$ cat src/rtl/tt_scan_pkg.sv
// Shared types and constants for the truth-table scanner.
package tt_scan_pkg;

    localparam int IDX_W = 4;
    localparam int N_VEC = 16;
    localparam int CNT_W = 5;

    // Golden table of the current POS function: ones at 2,3,4,5,10,11,13,15.
    localparam logic [15:0] TT_EX01B = 16'hAC3C;

    typedef enum logic [1:0] {
        IDLE   = 2'd0,
        SETTLE = 2'd1,
        SAMPLE = 2'd2,
        DONE   = 2'd3
    } scan_state_t;

    // Required function output for a given input code.
    function automatic logic golden_bit(input logic [15:0] golden, input logic [IDX_W-1:0] idx);
        return golden[idx];
    endfunction

endpackage

$ cat src/rtl/tt_settle_timer.sv
// Loadable down-counter that times how long each input code is held.
module tt_settle_timer #(
    parameter int W = 2
) (
    input  logic         clk,
    input  logic         rst_n,
    input  logic         load,
    input  logic [W-1:0] load_val,
    input  logic         en,
    output logic         zero
);

    logic [W-1:0] cnt_r;

    // Count down while enabled; a load always wins so a new vector restarts cleanly.
    always_ff @(posedge clk or negedge rst_n) begin
        if (!rst_n) begin
            cnt_r <= '0;
        end else if (load) begin
            cnt_r <= load_val;
        end else if (en && (cnt_r != '0)) begin
            cnt_r <= cnt_r - W'(1);
        end else begin
            cnt_r <= cnt_r;
        end
    end

    assign zero = (cnt_r == '0);

endmodule

$ cat src/rtl/truth_table_scanner.sv
// Sweeps the 4-input function through all 16 codes, captures its truth
// table and compares it against a golden table.
module truth_table_scanner
    import tt_scan_pkg::*;
#(
    parameter int          SETTLE_CYCLES = 2,
    parameter logic [15:0] EXPECTED      = TT_EX01B
) (
    input  logic             clk,
    input  logic             rst_n,
    input  logic             start,
    output logic [IDX_W-1:0] abcd_out,
    input  logic             s_in,
    output logic             busy,
    output logic             done,
    output logic             pass,
    output logic [15:0]      table_out,
    output logic [CNT_W-1:0] mismatch_cnt,
    output logic             fail_valid,
    output logic [IDX_W-1:0] first_fail_idx
);

    // The timer is loaded with SETTLE_CYCLES-1 and SETTLE exits on zero,
    // so SETTLE lasts exactly SETTLE_CYCLES cycles.
    localparam int               TMR_W    = $clog2(SETTLE_CYCLES + 1);
    localparam logic [TMR_W-1:0] TMR_LOAD = TMR_W'(SETTLE_CYCLES - 1);
    localparam logic [IDX_W-1:0] IDX_LAST = IDX_W'(N_VEC - 1);

    scan_state_t      state_r;
    logic [IDX_W-1:0] idx_r;
    logic [IDX_W-1:0] abcd_r;
    logic             busy_r;
    logic             done_r;
    logic             pass_r;
    logic [15:0]      tt_r;
    logic [CNT_W-1:0] cnt_r;
    logic             fail_valid_r;
    logic [IDX_W-1:0] first_fail_r;

    logic             miss_s;
    logic [CNT_W-1:0] cnt_next_s;
    logic             timer_load_s;
    logic             timer_en_s;
    logic             timer_zero_s;

    // Compare the current sample against the golden bit and decode timer controls.
    always_comb begin
        miss_s       = (s_in != golden_bit(EXPECTED, idx_r));
        cnt_next_s   = cnt_r + CNT_W'(miss_s);
        timer_load_s = 1'b0;
        timer_en_s   = 1'b0;
        case (state_r)
            IDLE: begin
                timer_load_s = start;
            end
            SETTLE: begin
                timer_en_s = 1'b1;
            end
            SAMPLE: begin
                timer_load_s = (idx_r != IDX_LAST);
            end
            DONE: begin
                timer_load_s = 1'b0;
            end
            default: begin
                timer_load_s = 1'b0;
                timer_en_s   = 1'b0;
            end
        endcase
    end

    tt_settle_timer #(
        .W (TMR_W)
    ) u_settle_timer (
        .clk      (clk),
        .rst_n    (rst_n),
        .load     (timer_load_s),
        .load_val (TMR_LOAD),
        .en       (timer_en_s),
        .zero     (timer_zero_s)
    );

    // Scan sequencer with all outputs registered.
    always_ff @(posedge clk or negedge rst_n) begin
        if (!rst_n) begin
            state_r      <= IDLE;
            idx_r        <= '0;
            abcd_r       <= '0;
            busy_r       <= 1'b0;
            done_r       <= 1'b0;
            pass_r       <= 1'b0;
            tt_r         <= 16'h0000;
            cnt_r        <= '0;
            fail_valid_r <= 1'b0;
            first_fail_r <= '0;
        end else begin
            case (state_r)
                IDLE: begin
                    done_r <= 1'b0;
                    if (start) begin
                        state_r      <= SETTLE;
                        idx_r        <= '0;
                        abcd_r       <= '0;
                        busy_r       <= 1'b1;
                        pass_r       <= 1'b0;
                        tt_r         <= 16'h0000;
                        cnt_r        <= '0;
                        fail_valid_r <= 1'b0;
                        first_fail_r <= '0;
                    end else begin
                        state_r <= IDLE;
                    end
                end
                SETTLE: begin
                    if (timer_zero_s) begin
                        state_r <= SAMPLE;
                    end else begin
                        state_r <= SETTLE;
                    end
                end
                SAMPLE: begin
                    tt_r[idx_r] <= s_in;
                    if (miss_s) begin
                        cnt_r <= cnt_next_s;
                        if (!fail_valid_r) begin
                            fail_valid_r <= 1'b1;
                            first_fail_r <= idx_r;
                        end else begin
                            first_fail_r <= first_fail_r;
                        end
                    end else begin
                        cnt_r <= cnt_r;
                    end
                    if (idx_r == IDX_LAST) begin
                        // Pass must include this final sample, so use the next count.
                        state_r <= DONE;
                        done_r  <= 1'b1;
                        pass_r  <= (cnt_next_s == '0);
                    end else begin
                        // Inputs only move here, leaving them stable through SETTLE.
                        state_r <= SETTLE;
                        idx_r   <= idx_r + IDX_W'(1);
                        abcd_r  <= idx_r + IDX_W'(1);
                    end
                end
                DONE: begin
                    state_r <= IDLE;
                    done_r  <= 1'b0;
                    busy_r  <= 1'b0;
                end
                default: begin
                    state_r <= IDLE;
                    done_r  <= 1'b0;
                    busy_r  <= 1'b0;
                end
            endcase
        end
    end

    assign abcd_out       = abcd_r;
    assign busy           = busy_r;
    assign done           = done_r;
    assign pass           = pass_r;
    assign table_out      = tt_r;
    assign mismatch_cnt   = cnt_r;
    assign fail_valid     = fail_valid_r;
    assign first_fail_idx = first_fail_r;

endmodule

$ cat config.mk
export PLATFORM = sky130hd
export DESIGN_NAME = truth_table_scanner
export DESIGN_NICKNAME = d
export VERILOG_FILES = /design/src/rtl/tt_scan_pkg.sv /design/src/rtl/tt_settle_timer.sv /design/src/rtl/truth_table_scanner.sv
export SDC_FILE = /design/constraint.sdc
export NUM_CORES = 1
export LEC_CHECK = 0
export ABC_CLOCK_PERIOD_IN_PS = 4910
export CORE_MARGIN = 2
export CORE_UTILIZATION = 39
export CTS_CLUSTER_SIZE = 8
export DETAILED_ROUTE_END_ITERATION = 6
export SETUP_SLACK_MARGIN = 0.3
export SKIP_CTS_REPAIR_TIMING = 1
export SLEW_MARGIN = 20
export SYNTH_ARGS = -nofsm -noshare
export SYNTH_HDL_FRONTEND = slang
export SYNTH_SLANG_ARGS = --single-unit
$ cat constraint.sdc
create_clock -name clk -period 4.91 [get_ports clk]
set_input_delay 0.982 -clock clk [delete_from_list [all_inputs] [get_ports clk]]
set_output_delay 0.982 -clock clk [all_outputs]
set_load 0.02 [all_outputs]
=== Yosys cells after proc, flatten, opt, wreduce, memory -nomap -nowiden ===
Memory sizes are Yosys's and may differ from the RTL's.
Index checks and enable logic that the tools add are counted.
Widths: inputs -> output; s select.

* Equal/unequal tests: 11
* Add/sub/neg operators: 3
* Muxes and demuxes: 32
* Order comparisons: 2
* Reductions and logical operators: 18

{| class="wikitable"
|+ Operators with widths
! kind !! number
|-
| $pmux 16 s2 || 1
|-
| $bwmux 16 || 1
|-
| $mux 16 || 1
|-
| $mux 4 || 4
|-
| $pmux 4 s2 || 2
|-
| $mux 5 || 2
|-
| $ne 2x2->1 const B || 5
|-
| $pmux 1 s2 || 5
|-
| $pmux 5 s2 || 1
|-
| $reduce_bool 2->1 || 5
|-
| $mux 1 || 9
|-
| $reduce_and 3->1 || 3
|-
| $mux 2 || 4
|-
| $pmux 2 s4 || 1
|-
| $reduce_and 2->1 || 3
|-
| $add 5x1->5 || 1
|-
| $logic_not 5->1 || 1
|-
| $lt 4x5->1 const B || 1
|-
| $add 4x1->4 const B || 1
|-
| $demux 1 s4 || 1
|-
| $eq 2x2->1 const B || 2
|-
| $eq 4x4->1 const B || 1
|-
| $ge 4x1->1 const B || 1
|-
| $logic_not 2->1 || 2
|-
| 7 further kinds || 8
|}

* ROM bits: 16
* Bits in registers: 37
* Memories kept: 1

{| class="wikitable"
|+ Memory list
! name !! depth !! width !! rd ports !! clocked after Yosys merged registers in !! wr ports !! RTL line !! source
|-
| (no name shown) || 16 || 1 || 1 || 0 || 0 || tt_scan_pkg.sv:20 || <nowiki>return golden[idx];</nowiki>
|}

=== Depth between registers and ports, before layout ===
* Word-level depth: 7
* Gate-level depth with buffers: 10
* Depth with buffers taken out: 10

=== Cells and area by module ===
A second synthesis with hierarchy kept.

* Cells, all modules: 253
* Area total of the unflattened synthesis: 2238.4 um^2

{| class="wikitable"
|+ Modules (own cells, without submodules)
! module !! times used !! sequential area each (um^2) !! area an instance (um^2) !! cells an instance
|-
| truth_table_scanner || 1 || 875.8 || 2105.8 || 240
|-
| tt_settle_timer || 1 || 50.0 || 132.6 || 13
|}

=== Worst setup path before layout ===
No wires, ideal clock.

* Path kind: input to register
* Start point: input port s_in
* End point: register cnt_r[4] (netlist: mismatch_cnt[4])
* Cell stages on the path: 9
* Setup time: 124 ps
* Setup slack: 2002 ps
* Arrival time: 2784 ps
* Required time: 4786 ps
* Cell sequence: buf_2 or3_1 o211ai_2 nor2_1 ha_1 ha_1 inv_1 o41a_1 a211o_1

* Word-level cells in the longest chain between the ends: 4

{| class="wikitable"
|+ RTL lines
! element !! RTL line !! source
|-
| from (decl) || truth_table_scanner.sv:13 || <nowiki>input logic s_in,</nowiki>
|-
| $ne 1x1->1 * || truth_table_scanner.sv:48 || <nowiki>miss_s = (s_in != golden_bit(EXPECTED, idx_r));</nowiki>
|-
| $add 5x1->5 || truth_table_scanner.sv:49 || <nowiki>cnt_next_s = cnt_r + CNT_W'(miss_s);</nowiki>
|-
| $mux 5 || truth_table_scanner.sv:123 || <nowiki>if (miss_s) begin</nowiki>
|-
| $pmux 5 s2 || truth_table_scanner.sv:97 || <nowiki>case (state_r)</nowiki>
|-
| to (signal assigned) || truth_table_scanner.sv:124 || <nowiki>cnt_r <= cnt_next_s;</nowiki>
|-
| to (signal assigned) || truth_table_scanner.sv:132 || <nowiki>cnt_r <= cnt_r;</nowiki>
|-
| to (decl) || truth_table_scanner.sv:36 || <nowiki>logic [CNT_W-1:0] cnt_r;</nowiki>
|}

Mark *: on every way between the ends. The rest lies on a longest branch, timed or not. The select of a mux whose other input is x is not followed.
A chain may end at the register's enable or synchronous reset.

=== Worst setup path in the final report ===
Ends and elaborated chain as after synthesis.

==> results.json <==
{
  "pin_count": 37,
  "regArea_um2": 926,
  "grt_overflow": 0,
  "drv_cap": 0,
  "num_vias": 1921,
  "final_cells": 348,
  "crit_buf_inv": 2,
  "die_area_um2": 6250,
  "power_switching_uw": 379,
  "required_ns": 5.08,
  "cellPowerDensity_nw_per_um2": 352,
  "cp_common_cell": "ha_1",
  "synth_area_um2": 2200,
  "cts.path.max_buffers": 2,
  "routedWlPerCell_um": 15.7,
  "switching_share_pct": 40.0,
  "stdcell_area_um2": 2690,
  "fmax_mhz": 303,
  "path_cells": "clkdlybuf4s50_1 > or3_1 > o211ai_2 > nor2_1 > ha_1 > ha_1 > inv_1 > o41a_1 > a211o_1",
  "grt_pass1_vias": 1804,
  "synth-edff-count": 0,
  "htreeDepth": 2,
  "ys_seq_area_share_pct": 42.2,
  "synthTopCellsByCount": "dfrtp_1, o21ai_0, a21oi_1, nand2_1, inv_1",
  "nFillCells": 544,
  "multiInputGateArea_um2": 1170,
  "holdWs_ns": 0.513,
  "pwr-share-comb_pct": 38.5,
  "slowest_delay_ns": 0.66,
  "power_uw": 947,
  "drtIter0Drc": 155,
  "track_usage_pct": 18.5,
  "async_flop_share_pct": 100,
  "clock_sinks": 37,
  "numPortBuffers": 36,
  "grt_max_degree": 38,
  "internal_power_uw": 568,
  "antennaDiodeCount": 0,
  "ys_ff_latch": 37,
  "slew_viol_final": 0,
  "power_frac_seq_pct": 39.1,
  "rows": 27,
  "setup_tns_ns": 0,
  "critPathKind": "primary input to register",
  "dieHeight_um": 79.0,
  "initial_core_util_pct": 40.1,
  "cts_tree": "built",
  "hpwl_um": 3730,
  "ir_drop_mv": 0.162,
  "wirelength_um": 5450,
  "numCtsBuffers": 5,
  "power_frac_clock_pct": 22.4,
  "worst_setup_path_end_kind": "register",
  "drtPass1Iterations": 4,
  "hold_class": "register to register",
  "period_share_pct": 67.3,
  "die_width_um": 79.0,
  "drt-vias-per-instance": 5.52,
  "cp_max_fo": 8,
  "synth.area.top_cells": "dfrtp_1, o21ai_0, ha_1",
  "placed_area_um2": 2610,
  "place_inst": 340,
  "skew_ns": 0.00810,
  "area_growth_pct": 22.6,
  "clk_pin_slew_ns": 0.08,
  "slew-limit-headroom_pct": 43.6,
  "hold_violations": 0,
  "drive_gt1_share_pct": 6.16,
  "root_buffer": "clkbuf_8",
  "synth_top_area_cell": "dfrtp_1",
  "insertion_delay_ns": 0.29,
  "critical-path-slowest-cell": "clkdlybuf4s50_1",
  "leakagePower_nw": 1.14,
  "worst_slew_pin_slew_ns": 0.846,
  "syn_area_per_cell_um2": 9.04,
  "synth_top_area_share_pct": 42.2,
  "post-route-min-period_ns": 3.30,
  "crit_family": "compound AO/OA/AOI/OAI gates",
  "synth-main-ff-cell": "dfrtp_1",
  "drc_errors": 0,
  "netlist_instances": 243,
  "grt_pass1_wl_um": 9170,
  "core-area_um2": 5470,
  "rsz0062_at_grt": "false",
  "fin_nets": 291,
  "synth_nets": 259,
  "cp.arrival_ns": 3.47,
  "yosysWarnings": 0,
  "gp_congestion": 0.886,
  "outcome": "completed",
  "ys_types": 46,
  "grt_antenna_before_repair": 0,
  "setup_viol_count_final": 0,
  "critPathLaunchType": "primary input",
  "ant_nets": 0
}
tightest hold or removal path: stages (launching register included):
cell and delay [ns]:
dfrtp_1 0.34, o21ai_0 0.07, o21ai_0 0.07
cells in the final DEF (no fill, tap or decap), types with 4 or more instances in the layout:
cell type / n
a221o_1: 4
nand3_1: 7
and3_1: 4
nor3_1: 10
a21oi_1: 24
nand2_1: 22
clkbuf_8: 5
nor2_1: 9
mux2i_1: 4
o21ai_0: 37
dfrtp_1: 37
ha_1: 12
clkdlybuf4s50_1: 35
inv_1: 13
cell families after synthesis:
group           synth area share [%]
fa+ha+maj                       6.84
xor+xnor                        1.60
simple gates                    15.8
compound gates                  25.6
mux                             3.30
flops                           42.2
buf+inv                         4.67
cell type report:
| class | instances | area share, % |
|---|---|---|
| multi-input combinational | 180 | 43.5 |
| timing repair buffer | 38 | 13.8 |
| clock inverter | 3 | 0.651 |
| sequential | 37 | 34.4 |
| tap | 72 | 3.35 |
| clock buffer | 5 | 2.56 |
| inverter | 13 | 1.81 |
power groups by stage:
| stage | logic, mW | registers (mW) | clock network (mW) |
|---|---|---|---|
| floorplan | 0.239 | 0.387 | 0 |
| global placement | 0.363 | 0.376 | 0 |
| detailed placement | 0.363 | 0.377 | 0 |
| CTS | 0.366 | 0.371 | 0.217 |
| global route | 0.410 | 0.377 | 0.231 |
| finish | 0.365 | 0.370 | 0.212 |
state kept, by name, summed over array words and instances (netlist names):
| name | cells |
|---|---|
| busy | 1 |
| u_settle_timer.cnt_r | 2 |
| done | 1 |
| mismatch_cnt | 5 |
| pass | 1 |
| first_fail_idx | 4 |
| state_r | 2 |
| abcd_out | 4 |
| fail_valid | 1 |
| table_out | 16 |
routing by layer:
layer | GRT usage [%] | share of wire [%]
met1 | 27.4 | 49
met2 | 27.5 | 45
met3 | 3.41 | 5.0
met4 | 5.34 | 0.70
met5 | 0 | 0
metrics by stage:
step / util [%] / setup WS (ns)
after floorplan: - / 2.00
after global placement: 47.6 / 1.35
after detailed placement: 47.6 / 1.30
after CTS: 49.2 / 1.62
after global routing: 49.2 / 1.42
final: 49.2 / 1.61
final timing paths:
path	startpoint	to	slack, ns	cells past startpoint
worst max-delay path	s_in	mismatch_cnt[4]	1.61	9
worst min-delay path	table_out[4]	table_out[4]	0.51	2
worst max register to register	abcd_out[2]	mismatch_cnt[4]	1.83	9
worst min register to register	table_out[4]	table_out[4]	0.51	2
max in group asynchronous	rst_n	fail_valid	3.57	1
min in group asynchronous	rst_n	state_r[1]	0.80	1
Power figures use the tool's default switching activity.
